File: src/rtl/dot_accum_dp.sv
// -----------------------------------------------------------------------------
// dot_accum_dp
//
// Data-side consumer for the dual-port address generator. Every Load beat from
// the generator puts two A addresses and two B addresses on the RAMs. The read
// data comes back RAM_LAT cycles later. This block multiplies the two A/B
// pairs, accumulates N/2 beats into one dot product, and writes each finished
// C element to the result RAM at its row-major address (row*N + col).
//
// Optional feature macro: DOT_ACCUM_SAT_EN
//   defined   : dataC saturates to 2**OUT_W-1, and an extra 'sat' output
//               pulses together with wrC whenever clamping happened.
//   undefined : dataC is the low OUT_W bits of the sum, and there is no 'sat'.
//
// Ports
//   clk      in   1        rising-edge clock
//   reset    in   1        synchronous active-high reset
//   Load     in   1        generator beat (addresses presented this cycle)
//   dataA1   in   DATA_W   A RAM port 1 read data
//   dataA2   in   DATA_W   A RAM port 2 read data
//   dataB1   in   DATA_W   B RAM port 1 read data
//   dataB2   in   DATA_W   B RAM port 2 read data
//   wrC      out  1        one-cycle write strobe to the C RAM
//   addrC    out  ADDR_W   C write address, row*N + col
//   dataC    out  OUT_W    C element value
//   busy     out  1        a dot product is partially accumulated
//   done     out  1        all N*N elements written (sticky until reset)
//   sat      out  1        (DOT_ACCUM_SAT_EN only) clamp flag, valid with wrC
// -----------------------------------------------------------------------------
module dot_accum_dp #(
  parameter int N       = 8,
  parameter int DATA_W  = 8,
  parameter int ACC_W   = 20,
  parameter int OUT_W   = 16,
  parameter int ADDR_W  = 8,
  parameter int RAM_LAT = 1
) (
  input  logic              clk,
  input  logic              reset,
  input  logic              Load,
  input  logic [DATA_W-1:0] dataA1,
  input  logic [DATA_W-1:0] dataA2,
  input  logic [DATA_W-1:0] dataB1,
  input  logic [DATA_W-1:0] dataB2,
  output logic              wrC,
  output logic [ADDR_W-1:0] addrC,
  output logic [OUT_W-1:0]  dataC,
  output logic              busy,
  output logic              done
`ifdef DOT_ACCUM_SAT_EN
  ,
  output logic              sat
`endif
);

  localparam int BEATS  = N / 2;
  localparam int BEAT_W = (BEATS > 1) ? $clog2(BEATS) : 1;
  localparam int IDX_W  = (N > 1) ? $clog2(N) : 1;

  // State
  logic [RAM_LAT-1:0] r_load_dly;
  logic [BEAT_W-1:0]  r_beat;
  logic [ACC_W-1:0]   r_acc;
  logic [IDX_W-1:0]   r_row;
  logic [IDX_W-1:0]   r_col;
  logic               r_wrC;
  logic               r_final_wr;
  logic               r_done;
  logic [ADDR_W-1:0]  r_addrC;
  logic [OUT_W-1:0]   r_dataC;

  // Combinational
  logic               w_vld;
  logic               w_accept;
  logic               w_last_beat;
  logic               w_last_elem;
  logic [ACC_W-1:0]   w_prod1;
  logic [ACC_W-1:0]   w_prod2;
  logic [ACC_W-1:0]   w_base;
  logic [ACC_W-1:0]   w_sum;
  logic [ADDR_W-1:0]  w_addr;
  logic [OUT_W-1:0]   w_out;

  // Read data for a Load beat arrives RAM_LAT cycles after the beat.
  assign w_vld = r_load_dly[RAM_LAT-1];

  // Beats are ignored once done is set. They are also ignored in the single
  // cycle between the last strobe and done rising. Otherwise a stray beat
  // there would leave a partial sum (and busy) behind forever.
  assign w_accept    = w_vld & ~r_done & ~r_final_wr;
  assign w_last_beat = (r_beat == BEAT_W'(BEATS - 1));
  assign w_last_elem = (r_row == IDX_W'(N - 1)) && (r_col == IDX_W'(N - 1));

  // Full-width unsigned arithmetic. A new element starts from zero, so the
  // old sum never needs an explicit clear between elements.
  assign w_prod1 = ACC_W'(dataA1) * ACC_W'(dataB1);
  assign w_prod2 = ACC_W'(dataA2) * ACC_W'(dataB2);
  assign w_base  = (r_beat == '0) ? '0 : r_acc;
  assign w_sum   = w_base + w_prod1 + w_prod2;

  assign w_addr = ADDR_W'(r_row) * ADDR_W'(N) + ADDR_W'(r_col);

`ifdef DOT_ACCUM_SAT_EN
  localparam int CMP_W = (ACC_W > OUT_W) ? ACC_W : OUT_W;
  logic w_clamp;
  logic r_sat;
  assign w_clamp = (CMP_W'(w_sum) > CMP_W'({OUT_W{1'b1}}));
  assign w_out   = w_clamp ? {OUT_W{1'b1}} : OUT_W'(w_sum);
  assign sat     = r_sat;

  always_ff @(posedge clk) begin
    if (reset) begin
      r_sat <= 1'b0;
    end else begin
      r_sat <= w_accept & w_last_beat & w_clamp;
    end
  end
`else
  assign w_out = OUT_W'(w_sum);
`endif

  always_ff @(posedge clk) begin
    if (reset) begin
      r_load_dly <= '0;
      r_beat     <= '0;
      r_acc      <= '0;
      r_row      <= '0;
      r_col      <= '0;
      r_wrC      <= 1'b0;
      r_final_wr <= 1'b0;
      r_done     <= 1'b0;
      r_addrC    <= '0;
      r_dataC    <= '0;
    end else begin
      r_load_dly[0] <= Load;
      for (int i = 1; i < RAM_LAT; i++) begin
        r_load_dly[i] <= r_load_dly[i-1];
      end

      r_wrC      <= 1'b0;
      r_final_wr <= 1'b0;
      if (r_final_wr) begin
        r_done <= 1'b1;
      end

      if (w_accept) begin
        r_acc <= w_sum;
        if (w_last_beat) begin
          r_beat     <= '0;
          r_wrC      <= 1'b1;
          r_addrC    <= w_addr;
          r_dataC    <= w_out;
          r_final_wr <= w_last_elem;
          if (r_col == IDX_W'(N - 1)) begin
            r_col <= '0;
            r_row <= (r_row == IDX_W'(N - 1)) ? '0 : r_row + 1'b1;
          end else begin
            r_col <= r_col + 1'b1;
          end
        end else begin
          r_beat <= r_beat + 1'b1;
        end
      end
    end
  end

  assign wrC   = r_wrC;
  assign addrC = r_addrC;
  assign dataC = r_dataC;
  assign busy  = (r_beat != '0);
  assign done  = r_done;

endmodule
File: config.mk
export PLATFORM = sky130hd
export DESIGN_NAME = dot_accum_dp
export DESIGN_NICKNAME = d
export VERILOG_FILES = /design/src/rtl/dot_accum_dp.sv
export SDC_FILE = /design/constraint.sdc
export NUM_CORES = 1
export LEC_CHECK = 0
export BUFFER_PORTS_ARGS = -buffer_cell sky130_fd_sc_hd__clkbuf_2
export CORE_ASPECT_RATIO = 1.4
export CORE_MARGIN = 4
export CORE_UTILIZATION = 50
export DETAILED_ROUTE_END_ITERATION = 16
export GPL_ROUTABILITY_DRIVEN = 0
export PLACE_DENSITY = 0.69
export SLEW_MARGIN = 20
export SYNTH_ARGS = -nofsm -noshare
export SYNTH_HDL_FRONTEND = slang
export SYNTH_SLANG_ARGS = --single-unit
export TNS_END_PERCENT = 1
File: constraint.sdc
create_clock -name clk -period 10.8 [get_ports clk]
set_input_delay 1.08 -clock clk [delete_from_list [all_inputs] [get_ports clk]]
set_output_delay 1.08 -clock clk [all_outputs]
set_load 0.01 [all_outputs]
Yosys cells after proc, flatten, opt, wreduce, memory -nomap -nowiden

Cells that the tools add are included.

Flip-flop bits (word level): 56

Add/subtract/negate cells: 6
$mul: 2
Equality and inequality tests: 3
Multiplexer cells: 5
Bitwise gates (word level): 6
Reductions and logical operators: 7

Operators with widths:

| kind                                                           | count |
|---|---|
| 20-bit by 16-bit adder with 20-bit output                      | 2 |
| 8-bit by 8-bit multiplier with 16-bit output                   | 2 |
| 20-bit two-way mux                                             | 1 |
| 6-bit by 3-bit adder with 7-bit output                         | 1 |
| 3-bit by 1-bit adder with 3-bit output (second input constant) | 2 |
| 3-bit == test (second input constant)                          | 2 |
| 3-bit two-way mux                                              | 2 |
| 1-bit inverter                                                 | 4 |
| 3-bit AND reduction                                            | 1 |
| 3-bit OR reduction                                             | 1 |
| 2-bit by 1-bit adder with 2-bit output (second input constant) | 1 |
| 1-bit AND                                                      | 2 |
| 2-bit == test (second input constant)                          | 1 |
| 2-bit zero test                                                | 1 |
| 2-bit two-way mux                                              | 1 |
| 2-bit AND reduction                                            | 1 |
| 2-bit nonzero test                                             | 1 |
| 2-bit OR reduction                                             | 1 |
| 1-bit logical AND                                              | 1 |
| 1-bit two-way mux                                              | 1 |

Logic depth before layout (Yosys ltp)

Gate-level depths: netlist (run 1).

Depth after elaboration: 5
Depth in mapped cells: 19
Depth with buffers taken out: 18

Worst setup path after synthesis (run 1)

Ideal clock, no wire load.

Path kind: input-to-reg
Start: input port dataB2[3]
End: register r_dataC[13] (netlist: dataC[13])
Setup time: 0.122 ns
Data arrival time: 5.835 ns
Data required time: 10.678 ns
Path slack: 4.843 ns
Stages: 17
Path through: clkbuf_1 > nand2_1 > fa_1 > fa_1 > inv_1 > fa_1 > fa_1 > fa_1 > inv_1 > fa_1 > inv_1 > ha_1 > a21oi_1 > o211a_1 > nor2_2 > a31o_2 > a311o_1

Word-level cells in the longest chain between the ends: 2

Ends and longest elaborated chain:

| element                                      | line | text |
|---|---|---|
| start, declared                              | 44   | `input logic [DATA_W-1:0] dataB2,` |
| 8-bit by 8-bit multiplier with 16-bit output | 97   | `assign w_prod2 = ACC_W'(dataA2) * ACC_W'(dataB2);` |
| 20-bit by 16-bit adder with 20-bit output    | 99   | `assign w_sum = w_base + w_prod1 + w_prod2;` |
| end signal, assigned                         | 152  | `r_dataC <= w_out;` |
| end, declared                                | 70   | `logic [OUT_W-1:0] r_dataC;` |

Every way passes these cells.
A chain may end at the register's enable or synchronous reset.

Worst setup path after layout (run 1)

Start: input port dataA2[4]
End: register r_acc[15]

Word-level cells in the longest chain between the ends: 2

Ends and longest elaborated chain:

| element                                      | line | text |
|---|---|---|
| start, declared                              | 42   | `input logic [DATA_W-1:0] dataA2,` |
| 8-bit by 8-bit multiplier with 16-bit output | 97   |  |
| 20-bit by 16-bit adder with 20-bit output    | 99   |  |
| end signal, assigned                         | 147  | `r_acc <= w_sum;` |
| end, declared                                | 63   | `logic [ACC_W-1:0] r_acc;` |

Every way passes these cells.

==> results of run 1 <==
-- state kept, by name (all words and copies together) (netlist names), 2 cells and up --
register / flops
r_col: 3
r_acc: 16
addrC: 6
dataC: 16
r_row: 3
r_beat: 2
-- synthesized netlist by cell type (9+ instances only) --
library cell / n
inv_1: 165
nand2_1: 114
fa_1: 110
and2_1: 80
ha_1: 72
dfxtp_1: 50
a21oi_1: 37
clkbuf_1: 15
nor2_1: 14
nor2b_1: 13
nand3b_1: 12
xnor2_1: 9
-- worst max-delay path: cells and delay by family --
kind	cells	cell delay (ns)
AOI/OAI and AO/OA	2	0.23
and+or+nand+nor	4	1.18
adders and majority gates	7	3.34
buffers and inverters	5	0.37
-- logic make-up (layout without fill, tap and decap cells) --
| kind of cell | after synthesis | count (layout) | synth area share [%] |
|---|---|---|---|
| xor gates and xnor gates | 13 | 13 | 1.66 |
| other | 1 | 2 | 0.0547 |
| adders and majority gates | 182 | 182 | 45.3 |
| and+or+nand+nor | 258 | 258 | 19.3 |
| DFF | 50 | 50 | 14.6 |
| buffers and inverters | 187 | 236 | 10.5 |
| AOI/OAI and AO/OA | 85 | 85 | 8.63 |
-- cell type report --
type	count	area (sq um)	share of cell area, %
clock buffers	5	125	1.67
inverters	165	619	8.28
well taps	182	228	3.05
multi-input cells	540	5140	68.7
flip-flops and latches	50	1000	13.4
repair buffers	63	325	4.35
clock inverters	3	40.0	0.535
-- power groups by stage --
stage / clock network, uW / logic, uW / registers [uW]
final: 173 / 1690 / 208
after global routing: 186 / 1950 / 209
after CTS: 178 / 1710 / 208
after detailed placement: 0 / 1690 / 212
after global placement: 0 / 1680 / 211
after floorplan: 0 / 1350 / 210
-- metrics by stage --
step	cells	hold WS, ns
2_1_floorplan	777	0.432
3_3_place_gp	1000	0.439
3_5_place_dp	1000	0.445
4_1_cts	1008	0.454
5_1_grt	1008	0.468
6_report	1008	0.454
-- placed cells by master, fill, tap and decap left out, drive strengths merged, types with 3 or more instances in the layout --
| cell type | netlist | final |
|---|---|---|
| a2111o | 3 | 3 |
| a211oi | 5 | 5 |
| a21o | 4 | 4 |
| a21oi | 37 | 37 |
| and2 | 80 | 80 |
| buf | 7 | 4 |
| clkbuf | 15 | 64 |
| dfxtp | 50 | 50 |
| fa | 110 | 110 |
| ha | 72 | 72 |
| inv | 165 | 165 |
| nand2 | 115 | 115 |
| nand2b | 3 | 3 |
| nand3 | 5 | 5 |
| nand3b | 12 | 12 |
| nor2 | 15 | 15 |
| nor2b | 14 | 14 |
| nor3 | 5 | 5 |
| nor3b | 3 | 3 |
| o211ai | 5 | 5 |
| o21a | 4 | 4 |
| o21ai | 4 | 4 |
| o311ai | 6 | 6 |
| o31ai | 4 | 4 |
| xnor2 | 9 | 9 |
| xor2 | 4 | 4 |
-- layer usage --
layer  track usage (%)  up-vias
li1                  -     2484
met5                 0        -
met3              1.50       21
met1              24.6     2425
met4              5.44        0
met2              34.5       78
-- worst max-delay path by stage --
stage | start | depth (start not counted) | end
floorplan | dataB2[3] | 17 | dataC[13]
global placement | dataB2[1] | 17 | dataC[13]
detailed placement | dataA2[4] | 18 | dataC[15]
CTS | dataA2[4] | 18 | dataC[15]
global route | dataA2[4] | 18 | dataC[15]
finish | dataA2[4] | 18 | r_acc[15]
==> metrics, run 1 <==
Least-Margin Pin Slew=0.796 ns; Max Slew Vio Count=0; Max-Slew Margin vs Limit=46.8%; Cells after Synth=776; part of the power in combinational logic=81.7%; worst slack, placed=4.49 ns; worst path arrival time=6.20 ns; remaining global-route overflow=0; WL final=13600 microns; Register-to-Register Path Depth=17; num rows=50; Post-CTS Setup Bufs=0; antenna violations before repair=0; cts bufs inserted=5; placed wire-length estimate=11900 microns; status=completed; post-layout util=55.9%; Seq/Total Area, Yosys=14.6%; max_cap viols=0; DR WL met2=7170 microns; Post-synth ARST share=0%; # diodes=0; CP Launch Type=input port; sw frac=51.2%; top routing layer used=met4; TritonRoute pass-1 iters=4; clock share of power=8.3%; Finish-stage setup viols=0; Clock Root Buffer=clkbuf_16; RR Endpoint=r_acc[15]; critical path's largest stage delay=0.53 ns; GRT Total Usage=19.2%; initial core utilization=51.2%; final hold vios=0; Via density=4.97; synthesized flop and latch total=50; H-tree levels=2; Sink Count=50; FMAX=165 MHz; DR WL met3=363 microns; first-pass GRT wire length=24800 microns; DRC=0; reg-to-reg setup timing slack=5.73 ns; M1 wire length=5750 microns; nets@finish=1042; post-synth top area share=32.1%; CORE AREA=13400 sq um; CP Cell Sequence=clkbuf_2 > and2_1 > fa_1 > inv_1 > fa_1 > fa_1 > inv_1 > fa_1 > fa_1 > inv_1 > fa_1 > inv_1 > ha_1 > o21ai_0 > or3b_4 > nor3_1 > or3_1 > o211ai_1; 1st-iter DRT viols=125; worst-path maximum fanout=8; die area=15700 sq um; Hold Crit Start=r_acc[0]; Ports=62; die height=147 microns; hold crit path type=reg -> reg; Post-DP Area=7310 sq um; distinct cell type count after synthesis=48; hold depth=2; largest net degree at the start of global routing=64; CTS hold repair buffers=0; skew final=0.00581 ns; PnR worst setup slack=4.74 ns; R2R Path Start=r_beat[0]; Worst path slowest cell=fa_1; post_cts resized=0; Max clock buf depth=2; Crit path required time=10.94 ns; Final Cycle Share=56.1%; Clock Latency Late Sink=0.29 ns; Vias=5008; Int Pwr=1010 uW; leak pwr=0.00371 uW; switching power=1060 uW; wire length per cell after detailed routing=13.5 microns; RSZ-0062 raised after global routing=no; Period minus WS final=6.06 ns; Top FF cell, synth=dfxtp_1; Max VDD drop=0.000197 V; sequential power share=10.0%; Syn. warnings=0; port bufs=59; CP Capture Type=register; Worst Hold Path EP=r_acc[0]; Yosys top cell by area=fa_1; Syn Area/Cell=8.83 sq um; Worst-path clk slew=0.07 ns; vias in the first global route=5377; crit-path most repeated cell=fa_1; main area contributors after synthesis=fa_1, dfxtp_1, ha_1; area delta synth->final=9.09%; share of layout cells above drive strength 1=9.93%; critical path type=in -> reg; CTS tree=built; EDFF count, synth=0; cell area after layout=7480 sq um; PwrDens=277 nW/um^2; Pwr Total=2070 uW; Final ANT Viol Nets=0; Synth Cell Area=6860 sq um; die extent in x=107 microns; setup_tns=0 ns; FILL cells=1344
No activity file was read; power rests on OpenSTA's default activity.
==> inputs of run 2 (changes only) <==
- ABC_AREA: unset -> 1
- PLACE_DENSITY: 0.69 -> 0.71
- clock period: 10.8 -> 4.87 ns (I/O delays scaled with it)
==> run 2 against run 1 <==
The flow now finishes with violations (setup timing). Final cell count up 24%. Wire length rose by 17%. Worst setup slack lost 4.8 ns. Synthesized area grew 4.7%. Synthesized cell count up 26%. First-iteration DRC count increased by 50%. Final area is 14% higher. Clock skew shrank 0.00077 ns. Register-to-register slack worse by 5.3 ns. Non-clock buffer count grew 57. Worst hold slack got worse by 0.068 ns.
==> metrics, run 2 <==
reg-to-reg setup timing slack=0.42 ns; WL final=15900 microns; FMAX=204 MHz; Final ANT Viol Nets=0; Cells after Synth=979; distinct cell type count after synthesis=32; Period minus WS final=4.91 ns; hold depth=3; port bufs=59; vias in the first global route=6235; Worst Hold Path EP=r_load_dly; worst path arrival time=5.09 ns; Top FF cell, synth=dfxtp_1; critical path's largest stage delay=0.53 ns; CTS hold repair buffers=0; TritonRoute pass-1 iters=4; wire length per cell after detailed routing=12.7 microns; Worst-path clk slew=0.06 ns; worst-path maximum fanout=4; cts bufs inserted=5; CP Launch Type=input port; commonest non-fill, non-tap cells in the layout=inv_1, nand2_1, fa_1; Simple-Gate Fraction of Synth Area=18.0%; Post-synth ARST share=0%; remaining global-route overflow=0; Max clock buf depth=2; # diodes=0; R2R Path Start=r_beat[0]; Clock Latency Late Sink=0.28 ns; die extent in x=109 microns; setup_tns=-0.0655 ns; critical path type=in -> reg; Clock Root Buffer=clkbuf_16; RR Endpoint=r_acc[13]; Commonest cells post-synth=inv_1, nand2_1, fa_1; Register-to-Register Path Depth=19; crit path launch=dataB2[3]; Seq/Total Area, Yosys=13.9%; die area=16400 sq um; failing checks=setup timing; initial core utilization=51.4%; share of layout cells above drive strength 1=16.5%; status=finished, violations left; Synth Area in Adders=43.2%; Worst path slowest cell=fa_1; Syn Area/Cell=7.33 sq um; Hold Crit Start=Load; post-synth top area share=30.7%; CP Cell Sequence=clkbuf_4 > buf_4 > nand2_1 > fa_1 > fa_1 > fa_1 > inv_1 > fa_1 > fa_1 > inv_1 > fa_1 > inv_1 > ha_4 > nand2_2 > nor2_1 > nand3_1 > nand4_1 > nand3_1 > nand2_1 > inv_1; main area contributors after synthesis=fa_1, inv_1, dfxtp_1; hold crit path type=in -> reg; count leader, synth=inv_1; Final Cycle Share=101%; post-synthesis compound-gate area fraction=5.58%; mux cell area share after synthesis=0%; DRC=0; num rows=51; Ports=62; nets@finish=1282; Via density=4.70; CORE AREA=14000 sq um; PnR worst setup slack=-0.0356 ns; commonest non-fill, non-tap cell in the layout=inv_1; Synth Area in XOR/XNOR=0.488%; Max Slew Vio Count=0; H-tree levels=2; CP bufs+invs=6; EDFF count, synth=0; Synth Cell Area=7180 sq um; Max-Slew Margin vs Limit=65.5%; first-pass GRT wire length=28100 microns; Sink Count=50; placed wire-length estimate=14000 microns; area delta synth->final=19.1%; Finish-stage setup viols=2; Vias=5878; skew final=0.00504 ns; Crit path required time=5.05 ns; 1st-iter DRT viols=187; RSZ-0062 raised after global routing=yes; crit-path most repeated cell=fa_1; largest net degree at the start of global routing=20; antenna violations before repair=0; GRT Total Usage=21.3%; largest family of logic cells by synthesized area=adder cells; FILL cells=1232; Least-Margin Pin Slew=0.515 ns; Syn. warnings=0; die height=150 microns; max_cap viols=0; Yosys top cell by area=fa_1; crit-path leading delay family=adder cells; final hold vios=0; CP Capture Type=register; synthesized flop and latch total=50; CTS tree=built
run 2: cell types whose count changed in the layout (fill, tap and decap cells not counted), moves of 10 or more:
cell	previous run	this run
a21oi_1	37	19
buf_4	4	58
inv_1	165	300
clkbuf_2	59	37
nand3_1	5	30
and2_1	80	0
nand2_2	1	15
o21ai_0	3	21
clkbuf_8	0	12
nor2_1	14	35
nor2b_1	13	0
nand3b_1	12	2
nand2_1	114	220
run 2: worst register-to-register path: stages, from the launching register on:
cell	delay (ns)
dfxtp_1	0.36
inv_1	0.07
ha_1	0.21
clkinv_1	0.19
nand2_1	0.15
fa_1	0.55
inv_1	0.05
fa_1	0.50
fa_1	0.60
inv_2	0.04
fa_1	0.49
inv_2	0.05
ha_4	0.29
nand2_2	0.09
nor2_1	0.20
nand3_1	0.17
nand4_1	0.16
nand3_1	0.09
nand2_1	0.06
inv_1	0.03
run 2: cell families (layout without fill, tap and decap cells):
kind of cell,after synthesis,after routing
other,1,2
buffers and inverters,353,439
AND/OR/NAND/NOR,320,320
AO/OA/AOI/OAI,69,69
adder cells (fa/ha/maj),182,182
flip-flops,50,50
XOR/XNOR,4,4
run 2: how the worst max path moves through the flow:
stage | endpoint | slack [ns] | cells after the start
6_report | r_acc[13] | -0.04 | 20
5_1_grt | r_acc[12] | -0.21 | 22
4_1_cts | r_acc[12] | 0.007 | 22
3_5_place_dp | r_acc[12] | -0.37 | 23
3_3_place_gp | r_acc[10] | -0.34 | 22
2_1_floorplan | r_acc[12] | 0.001 | 23
run 2: area by class of cell:
cell class | count | area, sq um | area share [%]
Clock inverter | 1 | 30.0 | 0.351
Tap cell | 185 | 231 | 2.71
Multi-Input combinational cell | 577 | 5070 | 59.3
Sequential cell | 50 | 1000 | 11.7
Inverter | 311 | 1170 | 13.7
Clock buffer | 7 | 133 | 1.55
Timing Repair Buffer | 120 | 913 | 10.7
run 2: layer usage:
metal / up-vias / wire, microns / global-route usage, %
li1: 2969 / - / -
met5: - / 0 / 0
met4: 0 / 425 / 6.67
met2: 114 / 8800 / 40.9
met1: 2759 / 6140 / 24.7
met3: 36 / 509 / 1.64
run 2: stage by stage:
step                util [%]  setup slack (ns)  cells  area, sq um  hold WS [ns]
finish                  61.2           -0.0356   1251         8550         0.387
global route            61.2            -0.210   1251         8550         0.397
CTS                     60.7           0.00660   1251         8480         0.383
detailed placement      58.0            -0.371   1242         8110         0.448
global placement        58.0            -0.344   1242         8110         0.446
floorplan                  -           0.00139    980         7340         0.430
run 2: what timing repair did:
action                                 in CTS  in global routing
setup endpoints to repair                  13                 22
resized for setup                          56                 17
pin swaps                                  23                  9
endpoints found under the hold margin       0                  0
setup buffers                               1                  0
Power of run 2 is not shown: default switching activity piles up to over one toggle a cycle in this logic, so the estimate is an artifact.
==> inputs of run 3 (changes only) <==
- CORE_ASPECT_RATIO: 1.4 -> 0.8
==> run 3 against run 2 <==
Clock skew up 0.00072 ns. Register-to-register slack worse by 0.04 ns. Wire length up 7.8%. Utilization up 2.3 points. The run still ends with setup timing left. Largest cell class unchanged. Clock-buffer cell count down 1.
==> metrics, run 3 (same netlist as run 2, synthesis figures left out) <==
status=finished, violations left; failing checks=setup timing; nets@finish=1292; reg-to-reg setup timing slack=0.38 ns; CP Launch Type=input port; die area=16300 sq um; Period minus WS final=4.91 ns; RR Endpoint=r_acc[10]; Ports=62; worst path arrival time=5.10 ns; share of layout cells above drive strength 1=20.7%; TritonRoute pass-1 iters=5; Least-Margin Pin Slew=0.925 ns; Via density=4.75; CTS hold repair buffers=0; Clock Root Buffer=clkbuf_16; FILL cells=1196; skew final=0.00575 ns; GRT met1 Usage=31.6%; hold crit path type=in -> reg; 1st-iter DRT viols=295; worst-path maximum fanout=6; critical path type=in -> reg; commonest non-fill, non-tap cell in the layout=inv_1; Crit path required time=5.05 ns; Max clock buf depth=2; setup_tns=-0.0432 ns; GR Util met3=3.41%; die height=115 microns; wire length per cell after detailed routing=13.6 microns; cell area after layout=8740 sq um; gr busiest metal=met2; vias in the first global route=6251; Vias=5959; first-pass GRT wire length=29400 microns; Worst-path clk slew=0.06 ns; WL final=17100 microns; Final Cycle Share=101%; CP endpoint=r_acc[10]; worst slack, placed=-0.435 ns; cts bufs inserted=5; FMAX=204 MHz; PnR worst setup slack=-0.0426 ns; DRC=0; Max-Slew Margin vs Limit=38.2%; met2 Use GR=36.8%; placed wire-length estimate=14600 microns; Clock Latency Late Sink=0.29 ns; port bufs=59; R2R Path Start=r_beat[0]; Finish-stage setup viols=2; # diodes=0; CP Capture Type=register; commonest non-fill, non-tap cells in the layout=inv_1, nand2_1, fa_1; CTS tree=built; H-tree levels=2; die extent in x=142 microns; Final ANT Viol Nets=0; GRT Total Usage=22.2%; antenna violations before repair=0; crit path launch=dataB1[4]; Max Slew Vio Count=0; Register-to-Register Path Depth=23; Sink Count=50; largest net degree at the start of global routing=20; area delta synth->final=21.8%; initial core utilization=52.1%; remaining global-route overflow=0; max_cap viols=0; RSZ-0062 raised after global routing=yes; final hold vios=0; num rows=38; Fin Hold WS=0.392 ns; CORE AREA=13800 sq um; Post-DP Area=8150 sq um
## run 3: changes by cell type in the layout (fill, tap and decap cells not counted), sizes merged
cell / previous run / this run
buf: 64 / 81
clkbuf: 63 / 55
## run 3: how the worst min path moves through the flow
stage / to / start / slack [ns] / depth (start not counted)
2_1_floorplan: r_acc[0] / r_acc[0] / 0.43 / 2
3_3_place_gp: addrC[5] / addrC[5] / 0.44 / 2
3_5_place_dp: r_acc[2] / r_acc[2] / 0.45 / 2
4_1_cts: r_load_dly / Load / 0.39 / 3
5_1_grt: r_load_dly / Load / 0.41 / 3
6_report: r_load_dly / Load / 0.39 / 3
## run 3: what timing repair did
| action | in CTS | in global routing |
|---|---|---|
| setup endpoints to repair | 13 | 22 |
| pin swaps | 31 | 38 |
| setup buffers | 1 | 0 |
| resized for setup | 54 | 80 |
| cloned | 0 | 0 |
## run 3: routing by layer
metal  routed length (microns)  part of all wire, %
met1                      8040                   47
met2                      7830                   46
met3                      1010                  5.9
met4                       238                  1.4
met5                         0                    0
## run 3: layout make-up
class,count,area (sq um),area share [%]
Clock inverter,1,30.0,0.343
Inverter,311,1170,13.4
Clock buffer,6,139,1.59
Tap cell,180,225,2.58
Timing Repair Buffer,130,977,11.2
Sequential cell,50,1000,11.4
Multi-Input combinational cell,577,5200,59.5
## run 3: stage by stage
stage	cells	utilization (%)
2_1_floorplan	980	-
3_3_place_gp	1247	59.1
3_5_place_dp	1247	59.1
4_1_cts	1255	62.0
5_1_grt	1255	63.4
6_report	1255	63.4
## run 3: critical path: stages
cell	delay, ns
buf_2	0.19
buf_4	0.15
nand2_1	0.06
fa_1	0.38
fa_1	0.49
inv_1	0.04
ha_1	0.29
fa_1	0.53
fa_1	0.56
inv_1	0.06
fa_1	0.55
inv_1	0.07
ha_4	0.29
buf_4	0.12
nand3_1	0.07
nand2_1	0.17
nand2_2	0.09
nand3_2	0.08
nor2_2	0.04
nand3b_1	0.18
nand2_1	0.12
inv_1	0.04
Power of run 3 is left out for the same reason.
